### src/rtl/mem_seq_pkg.sv
// Shared state encoding, SPARC load/store op3 values and fault codes for the
// memory access sequencer and its alignment checker.
package mem_seq_pkg;

  typedef enum logic [2:0] {
    ST_IDLE    = 3'd0,
    ST_MAR     = 3'd1,
    ST_MDR     = 3'd2,
    ST_ACCESS  = 3'd3,
    ST_CAPTURE = 3'd4,
    ST_DONE    = 3'd5,
    ST_FAULT   = 3'd6
  } state_e;

  localparam logic [5:0] OP_LD   = 6'b000000;
  localparam logic [5:0] OP_LDUB = 6'b000001;
  localparam logic [5:0] OP_LDUH = 6'b000010;
  localparam logic [5:0] OP_LDSB = 6'b001001;
  localparam logic [5:0] OP_LDSH = 6'b001010;
  localparam logic [5:0] OP_ST   = 6'b000100;
  localparam logic [5:0] OP_STB  = 6'b000101;
  localparam logic [5:0] OP_STH  = 6'b000110;

  localparam logic [1:0] FLT_NONE  = 2'b00;
  localparam logic [1:0] FLT_ALIGN = 2'b01;
  localparam logic [1:0] FLT_TMO   = 2'b10;
  localparam logic [1:0] FLT_OP    = 2'b11;

endpackage

### src/rtl/mem_align_check.sv
// Combinational classifier for a load/store op3: legality, address alignment
// against the low address bits, and store direction.
module mem_align_check
  import mem_seq_pkg::*;
(
  input  logic [5:0] op3_i,
  input  logic [1:0] addr_lo_i,
  output logic       legal_o,
  output logic       aligned_o,
  output logic       is_store_o
);

  // Access width decides the alignment constraint; unknown op3 is never aligned.
  always_comb begin
    legal_o   = 1'b0;
    aligned_o = 1'b0;
    case (op3_i)
      OP_LD, OP_ST: begin
        legal_o   = 1'b1;
        aligned_o = (addr_lo_i == 2'b00);
      end
      OP_LDUH, OP_LDSH, OP_STH: begin
        legal_o   = 1'b1;
        aligned_o = (addr_lo_i[0] == 1'b0);
      end
      OP_LDUB, OP_LDSB, OP_STB: begin
        legal_o   = 1'b1;
        aligned_o = 1'b1;
      end
      default: begin
        legal_o   = 1'b0;
        aligned_o = 1'b0;
      end
    endcase
  end

  assign is_store_o = op3_i[2];

endmodule

### src/rtl/mem_access_sequencer.sv
// Sequences instruction fetches, loads and stores through MAR/MDR/IR and the
// RAM MFC handshake, with fetch vs load/store arbitration and fault reporting.
module mem_access_sequencer
  import mem_seq_pkg::*;
#(
  parameter int TIMEOUT_CYC = 16
) (
  input  logic       Clk,
  input  logic       Clr,
  input  logic       req_fetch,
  input  logic       req_ls,
  input  logic [5:0] ls_op3,
  input  logic [1:0] addr_lo,
  input  logic       MFC,
  output logic       grant_fetch,
  output logic       grant_ls,
  output logic       MAR_Enable,
  output logic       MDR_Enable,
  output logic       MDR_Mux_select,
  output logic       IR_Enable,
  output logic       RAM_enable,
  output logic [5:0] RAM_OpCode,
  output logic       busy_o,
  output logic       done_o,
  output logic       fault_o,
  output logic [1:0] fault_code
);

  localparam logic [8:0] TMO_LIM = 9'(TIMEOUT_CYC);

  state_e     state_q, state_d;
  logic       owner_ls_q, owner_ls_d;
  logic [5:0] op_q, op_d;
  logic [7:0] cnt_q, cnt_d;
  logic [1:0] fcode_q, fcode_d;
  logic [5:0] chk_op_s;
  logic       chk_legal_s, chk_aligned_s, chk_store_s;
  logic [8:0] cnt_inc_s;

  logic       run_s;
  logic       gnt_f_d, gnt_l_d, mar_en_d, mdr_en_d, mdr_sel_d, ir_en_d, ram_en_d;
  logic       done_d, fault_d;
  logic [5:0] ram_op_d;
  logic       gnt_f_q, gnt_l_q, mar_en_q, mdr_en_q, mdr_sel_q, ir_en_q, ram_en_q;
  logic       busy_q, done_q, fault_q;
  logic [5:0] ram_op_q;

  // In IDLE the checker judges the op about to be granted, otherwise the latched one.
  always_comb begin
    if (state_q == ST_IDLE) begin
      chk_op_s = req_ls ? ls_op3 : OP_LD;
    end else begin
      chk_op_s = op_q;
    end
  end

  mem_align_check u_align (
    .op3_i      (chk_op_s),
    .addr_lo_i  (addr_lo),
    .legal_o    (chk_legal_s),
    .aligned_o  (chk_aligned_s),
    .is_store_o (chk_store_s)
  );

  assign cnt_inc_s = {1'b0, cnt_q} + 9'd1;

  // Next-state logic: arbitration, alignment/timeout faults and the RAM handshake.
  always_comb begin
    state_d    = state_q;
    owner_ls_d = owner_ls_q;
    op_d       = op_q;
    cnt_d      = cnt_q;
    fcode_d    = fcode_q;
    case (state_q)
      ST_IDLE: begin
        if (req_ls || req_fetch) begin
          owner_ls_d = req_ls;
          op_d       = chk_op_s;
          if (chk_legal_s) begin
            state_d = ST_MAR;
            fcode_d = FLT_NONE;
          end else begin
            state_d = ST_FAULT;
            fcode_d = FLT_OP;
          end
        end else begin
          state_d = ST_IDLE;
        end
      end
      ST_MAR: begin
        if (!chk_aligned_s) begin
          state_d = ST_FAULT;
          fcode_d = FLT_ALIGN;
        end else if (chk_store_s) begin
          state_d = ST_MDR;
        end else begin
          state_d = ST_ACCESS;
        end
      end
      ST_MDR:     state_d = ST_ACCESS;
      ST_ACCESS: begin
        // MFC is tested first so a completion on the expiry cycle still succeeds.
        if (MFC) begin
          cnt_d   = 8'd0;
          state_d = chk_store_s ? ST_DONE : ST_CAPTURE;
        end else if (cnt_inc_s >= TMO_LIM) begin
          cnt_d   = 8'd0;
          state_d = ST_FAULT;
          fcode_d = FLT_TMO;
        end else begin
          cnt_d = cnt_inc_s[7:0];
        end
      end
      ST_CAPTURE: state_d = ST_DONE;
      ST_DONE:    state_d = ST_IDLE;
      ST_FAULT:   state_d = ST_IDLE;
      default:    state_d = ST_IDLE;
    endcase
  end

  // Output decode from the next state so the registered outputs track the state.
  always_comb begin
    run_s     = (state_d != ST_IDLE);
    gnt_f_d   = run_s && !owner_ls_d;
    gnt_l_d   = run_s && owner_ls_d;
    mar_en_d  = (state_d == ST_MAR);
    mdr_en_d  = (state_d == ST_MDR) || ((state_d == ST_CAPTURE) && owner_ls_d);
    mdr_sel_d = (state_d == ST_CAPTURE) && owner_ls_d;
    ir_en_d   = (state_d == ST_CAPTURE) && !owner_ls_d;
    ram_en_d  = (state_d == ST_ACCESS) || (state_d == ST_CAPTURE);
    ram_op_d  = ram_en_d ? op_d : 6'd0;
    done_d    = (state_d == ST_DONE);
    fault_d   = (state_d == ST_FAULT);
  end

  // State, latched transaction context and registered outputs.
  always_ff @(posedge Clk or posedge Clr) begin
    if (Clr) begin
      state_q    <= ST_IDLE;
      owner_ls_q <= 1'b0;
      op_q       <= 6'd0;
      cnt_q      <= 8'd0;
      fcode_q    <= FLT_NONE;
      gnt_f_q    <= 1'b0;
      gnt_l_q    <= 1'b0;
      mar_en_q   <= 1'b0;
      mdr_en_q   <= 1'b0;
      mdr_sel_q  <= 1'b0;
      ir_en_q    <= 1'b0;
      ram_en_q   <= 1'b0;
      ram_op_q   <= 6'd0;
      busy_q     <= 1'b0;
      done_q     <= 1'b0;
      fault_q    <= 1'b0;
    end else begin
      state_q    <= state_d;
      owner_ls_q <= owner_ls_d;
      op_q       <= op_d;
      cnt_q      <= cnt_d;
      fcode_q    <= fcode_d;
      gnt_f_q    <= gnt_f_d;
      gnt_l_q    <= gnt_l_d;
      mar_en_q   <= mar_en_d;
      mdr_en_q   <= mdr_en_d;
      mdr_sel_q  <= mdr_sel_d;
      ir_en_q    <= ir_en_d;
      ram_en_q   <= ram_en_d;
      ram_op_q   <= ram_op_d;
      busy_q     <= run_s;
      done_q     <= done_d;
      fault_q    <= fault_d;
    end
  end

  assign grant_fetch    = gnt_f_q;
  assign grant_ls       = gnt_l_q;
  assign MAR_Enable     = mar_en_q;
  assign MDR_Enable     = mdr_en_q;
  assign MDR_Mux_select = mdr_sel_q;
  assign IR_Enable      = ir_en_q;
  assign RAM_enable     = ram_en_q;
  assign RAM_OpCode     = ram_op_q;
  assign busy_o         = busy_q;
  assign done_o         = done_q;
  assign fault_o        = fault_q;
  assign fault_code     = fcode_q;

endmodule

### config.mk
export PLATFORM = sky130hd
export DESIGN_NAME = mem_access_sequencer
export DESIGN_NICKNAME = d
export VERILOG_FILES = /design/src/rtl/mem_seq_pkg.sv /design/src/rtl/mem_align_check.sv /design/src/rtl/mem_access_sequencer.sv
export SDC_FILE = /design/constraint.sdc
export NUM_CORES = 1
export LEC_CHECK = 0
export CAP_MARGIN = 20
export CORE_ASPECT_RATIO = 0.7
export CORE_MARGIN = 2
export CORE_UTILIZATION = 35
export CTS_CLUSTER_DIAMETER = 120
export CTS_CLUSTER_SIZE = 14
export DETAILED_ROUTE_END_ITERATION = 8
export PLACE_DENSITY = 0.66
export SYNTH_ARGS = -nofsm -noshare
export SYNTH_HDL_FRONTEND = slang
export SYNTH_SLANG_ARGS = --single-unit
### constraint.sdc
create_clock -name Clk -period 4.2 [get_ports Clk]
set_input_delay 1.26 -clock Clk [delete_from_list [all_inputs] [get_ports Clk]]
set_output_delay 1.26 -clock Clk [all_outputs]
set_load 0.02 [all_outputs]
==> parameters.txt <==
Parameter                              Value

Outcome
  Result of the run ... finished clean

Floorplan
  Die outline area ... 5985 um2
  Die width ... 91.61 um
  Vert. Die Dim ... 65.33 um
  Number of placement rows ... 22
  Core Region ... 5202 um2
  Number of top-level design ports ... 31
  Initial core utilization ... 36.15%

Synthesis
  Combinational family with the most area after synthesis ... compound AO/OA/AOI/OAI gates
  Post-Synth XOR/XNOR Area ... 0.9315%
  Number of enable-type register cells in the synthesized netlist ... 0
  Library cell with the highest instance count after synthesis ... dfrtp_1
  Mean instance size in the synthesized netlist ... 10.17 um2
  Top area cells in the synthesized netlist ... dfrtp_1 (48%), a22o_1 (2.8%), nand2b_1 (2.7%), a21oi_1 (2.4%), nand2_1 (2.4%)
  Adder-cell share of the synthesized area ... 1.331%
  Main synth FF type ... dfrtp_1
  Count of mapped cells out of synthesis ... 185
  Library cell with the largest summed area after synthesis ... dfrtp_1
  Total of warnings raised by yosys ... 0
  Number of synthesized register bits ... 36
  Most frequent cells after synthesis ... dfrtp_1 (36), nand2_1 (12), a21oi_1 (9), inv_1 (9), nor2_1 (9)
  Share of flip-flops with an asynchronous set or reset after synthesis ... 100.0%
  Count of cell types in the netlist ... 51
  Multiplexer area fraction after synthesis ... 1.730%
  Synthesized cell area ... 1881 um2
  Sequential fraction of the synthesis area ... 47.90%
  Compound-cell area share of the yosys netlist ... 25.22%
  Simple-gate portion of the synthesized area ... between 10% and 20%
  Synthesized netlist net count ... 200
  Area share of the largest cell type after synthesis ... 47.90%

CTS
  CTS H-tree lvls ... 2
  Post-CTS Setup Bufs ... 0
  Clock Path Buffers ... 2
  Clock tree from TritonCTS ... yes
  Clock Latency Late Sink ... 290 ps
  Clock buffer count from CTS ... 5
  Number of clock sinks ... 36
  Post-CTS sizing ... 0
  Number of hold buffers added after CTS ... 0
  CTS clock-pin slew for the worst setup and hold paths ... 70 ps
  Clock root buffer ... clkbuf_8

Placement
  Total instance count after detailed placement ... 281
  Weighted congestion at the end of routability-driven global placement ... 0.8133
  Total of buffers placed on input and output ports ... 30
  Post-detailed-placement cell area ... 2246 um2
  Total half-perimeter wirelength after legalization and detailed placement ... 3.231 mm

Timing
  Unrepaired setup endpoints after global routing ... false
  Final critical-path share of the clock period ... 81.60%
  Rel. slew slack ... between 50% and 60%
  Final Hold Violating Endpoints ... 0
  Tightest Pin Transition ... 736.4 ps
  Sum Neg Setup Slack ... 0 ps
  Final min period ... between 3000 and 4000 ps
  Number of setup violations in the final report ... 0
  Setup clock skew after layout ... 7.682 ps
  Smallest hold slack ... 512.1 ps
  Fin. max-slew vios ... 0
  Achievable frequency ... roughly 300 MHz

Routing
  Routed len/inst ... ~15 um
  Count of vias placed by the detailed router ... 1546
  Number of DRC violations after detailed-routing iteration 0 ... 100
  Antenna viol nets, final ... 0
  Avg Vias per Cell ... 5.349
  Final wirelength ... 4.443 mm
  Detailed-routing iteration count for the pre-antenna-repair pass ... 4
  DRC errors left ... 0

Layout
  Final Util ... 44.85%
  Post-route cell area ... about 2300 um2
  Antenna diodes ... 0
  Layout cells sized above 1 ... 8.295%
  Layout overhead on the synthesized area ... 24.09%
  Multi-input logic area ... 898.4 um2
  Final-stage net count ... roughly 230
  Non-Filler Instances ... 289
  Filler cell count ... 488
  Register cell area after layout ... 900.9 um2

Setup path
  Worst path required time ... approximately 4400 ps
  Arrival time of data at the critical path endpoint ... 3610 ps
  Startpoint class of the critical path ... primary input
  Endpoint class of the critical path ... flip-flop
  Crit Path Max Fanout ... 9
  Worst Setup Path Type ... in -> reg

Pwr
  Leakage Power ... around 0.96 nW
  Power per unit of standard cell area ... around 780 nW/um2
  Peak VDD IR ... 0.2804 mV

Worst hold path
  Class of the tightest hold or removal check ... reg -> reg

Global route
  Via count of the first global-routing pass ... between 1000 and 1500
  Antenna violations before repair ... 0
  Pin count of the biggest net entering global routing ... 37
  Total gr overflow ... 0
  First-pass GRT wire length ... 7.521 mm
  Global router's overall resource usage ... between 10% and 20%

Job
  Number of maximum-capacitance violations ... 0
## flip-flops by register name, summed over array words and instances, names as in the netlist
register,flops
fault_o,1
grant_ls,1
IR_Enable,1
busy_o,1
grant_fetch,1
op_q,6
state_q,3
done_o,1
MDR_Enable,1
cnt_q,8
fault_code,2
MDR_Mux_select,1
RAM_enable,1
MAR_Enable,1
RAM_OpCode,6
owner_ls_q,1
## worst max-delay path, cell delays in order
cell	delay [ps]
clkdlybuf4s50_1	580
a21boi_0	350
nand4b_1	200
a311oi_4	410
a221oi_4	180
or2_1	340
nor3b_1	290
## cell families (layout without fill, tap and decap cells)
group | count (synthesis) | count (layout)
AND/OR/NAND/NOR | 64 | 64
AO/OA/AOI/OAI | 61 | 61
flip-flops | 36 | 36
buffers and inverters | 18 | 50
adder cells (fa/ha/maj) | 2 | 2
XOR/XNOR | 2 | 2
multiplexers | 2 | 2
## metal layers
metal / up-vias / track usage, % / part of all wire, %
li1: 753 / - / -
met1: 737 / 26.26 / 54
met2: 54 / 19.94 / 38
met3: 2 / 4.817 / 6.6
met4: 0 / 5.682 / 1.1
met5: - / 0 / 0
## final timing paths
kind / start / endpoint / slack [ps] / cells after the start
setup / recovery: req_ls / RAM_OpCode[2]$_DFF_PP0_ / 770 / 7
hold / removal: cnt_q[6]$_DFFE_PP0P_ / cnt_q[6]$_DFFE_PP0P_ / 510 / 1
setup reg to reg: state_q[2]$_DFF_PP0_ / RAM_OpCode[2]$_DFF_PP0_ / 1420 / 6
hold reg to reg: cnt_q[6]$_DFFE_PP0P_ / cnt_q[6]$_DFFE_PP0P_ / 510 / 1
max in group asynchronous: Clr / op_q[0]$_DFF_PP0_ / 2500 / 3
min in group asynchronous: Clr / cnt_q[2]$_DFFE_PP0P_ / 1380 / 3
## power by group
group,internal [mW],switching [mW],total [mW]
Sequential,0.473,0.119,0.592
Clock,0.116,0.129,0.244
Combinational,0.415,0.557,0.972
## cells in the final DEF, fill, tap and decap left out, types with 2 or more instances in the layout
cell type	instances
dfrtp_1	36
clkdlybuf4s50_1	30
nand2_1	12
inv_1	9
nor2_1	9
a21oi_1	9
nand2b_1	8
o21ai_0	7
o22ai_1	7
and2_1	6
nand3_1	6
a22o_1	6
o2111ai_1	5
clkbuf_8	5
nor3_1	4
a21boi_0	3
or3_1	3
nor4_1	3
a31oi_1	3
o211ai_1	3
buf_4	3
xor2_1	2
o31ai_1	2
a311oi_1	2
o21ai_1	2
nand4b_1	2
nor2b_1	2
nand4_1	2
o31a_1	2
ha_1	2
clkinv_2	2
## stage by stage
stage | power (mW) | worst slack, ps
6_report | 1.809 | 772.8
5_1_grt | 1.955 | 631.8
4_1_cts | 1.812 | 813.5
3_5_place_dp | 1.559 | 495.2
3_3_place_gp | 1.553 | 569.4
2_1_floorplan | 1.264 | 1224
## area by class of cell
type | count | area share [%]
Clock buffer | 5 | 2.949
Clock inverter | 3 | 0.8043
Inverter | 9 | 1.448
Multi-Input combinational cell | 131 | 38.50
Sequential cell | 36 | 38.61
Tap cell | 72 | 3.861
Timing Repair Buffer | 33 | 13.83
Note: power is estimated with default switching activity, not from simulation.
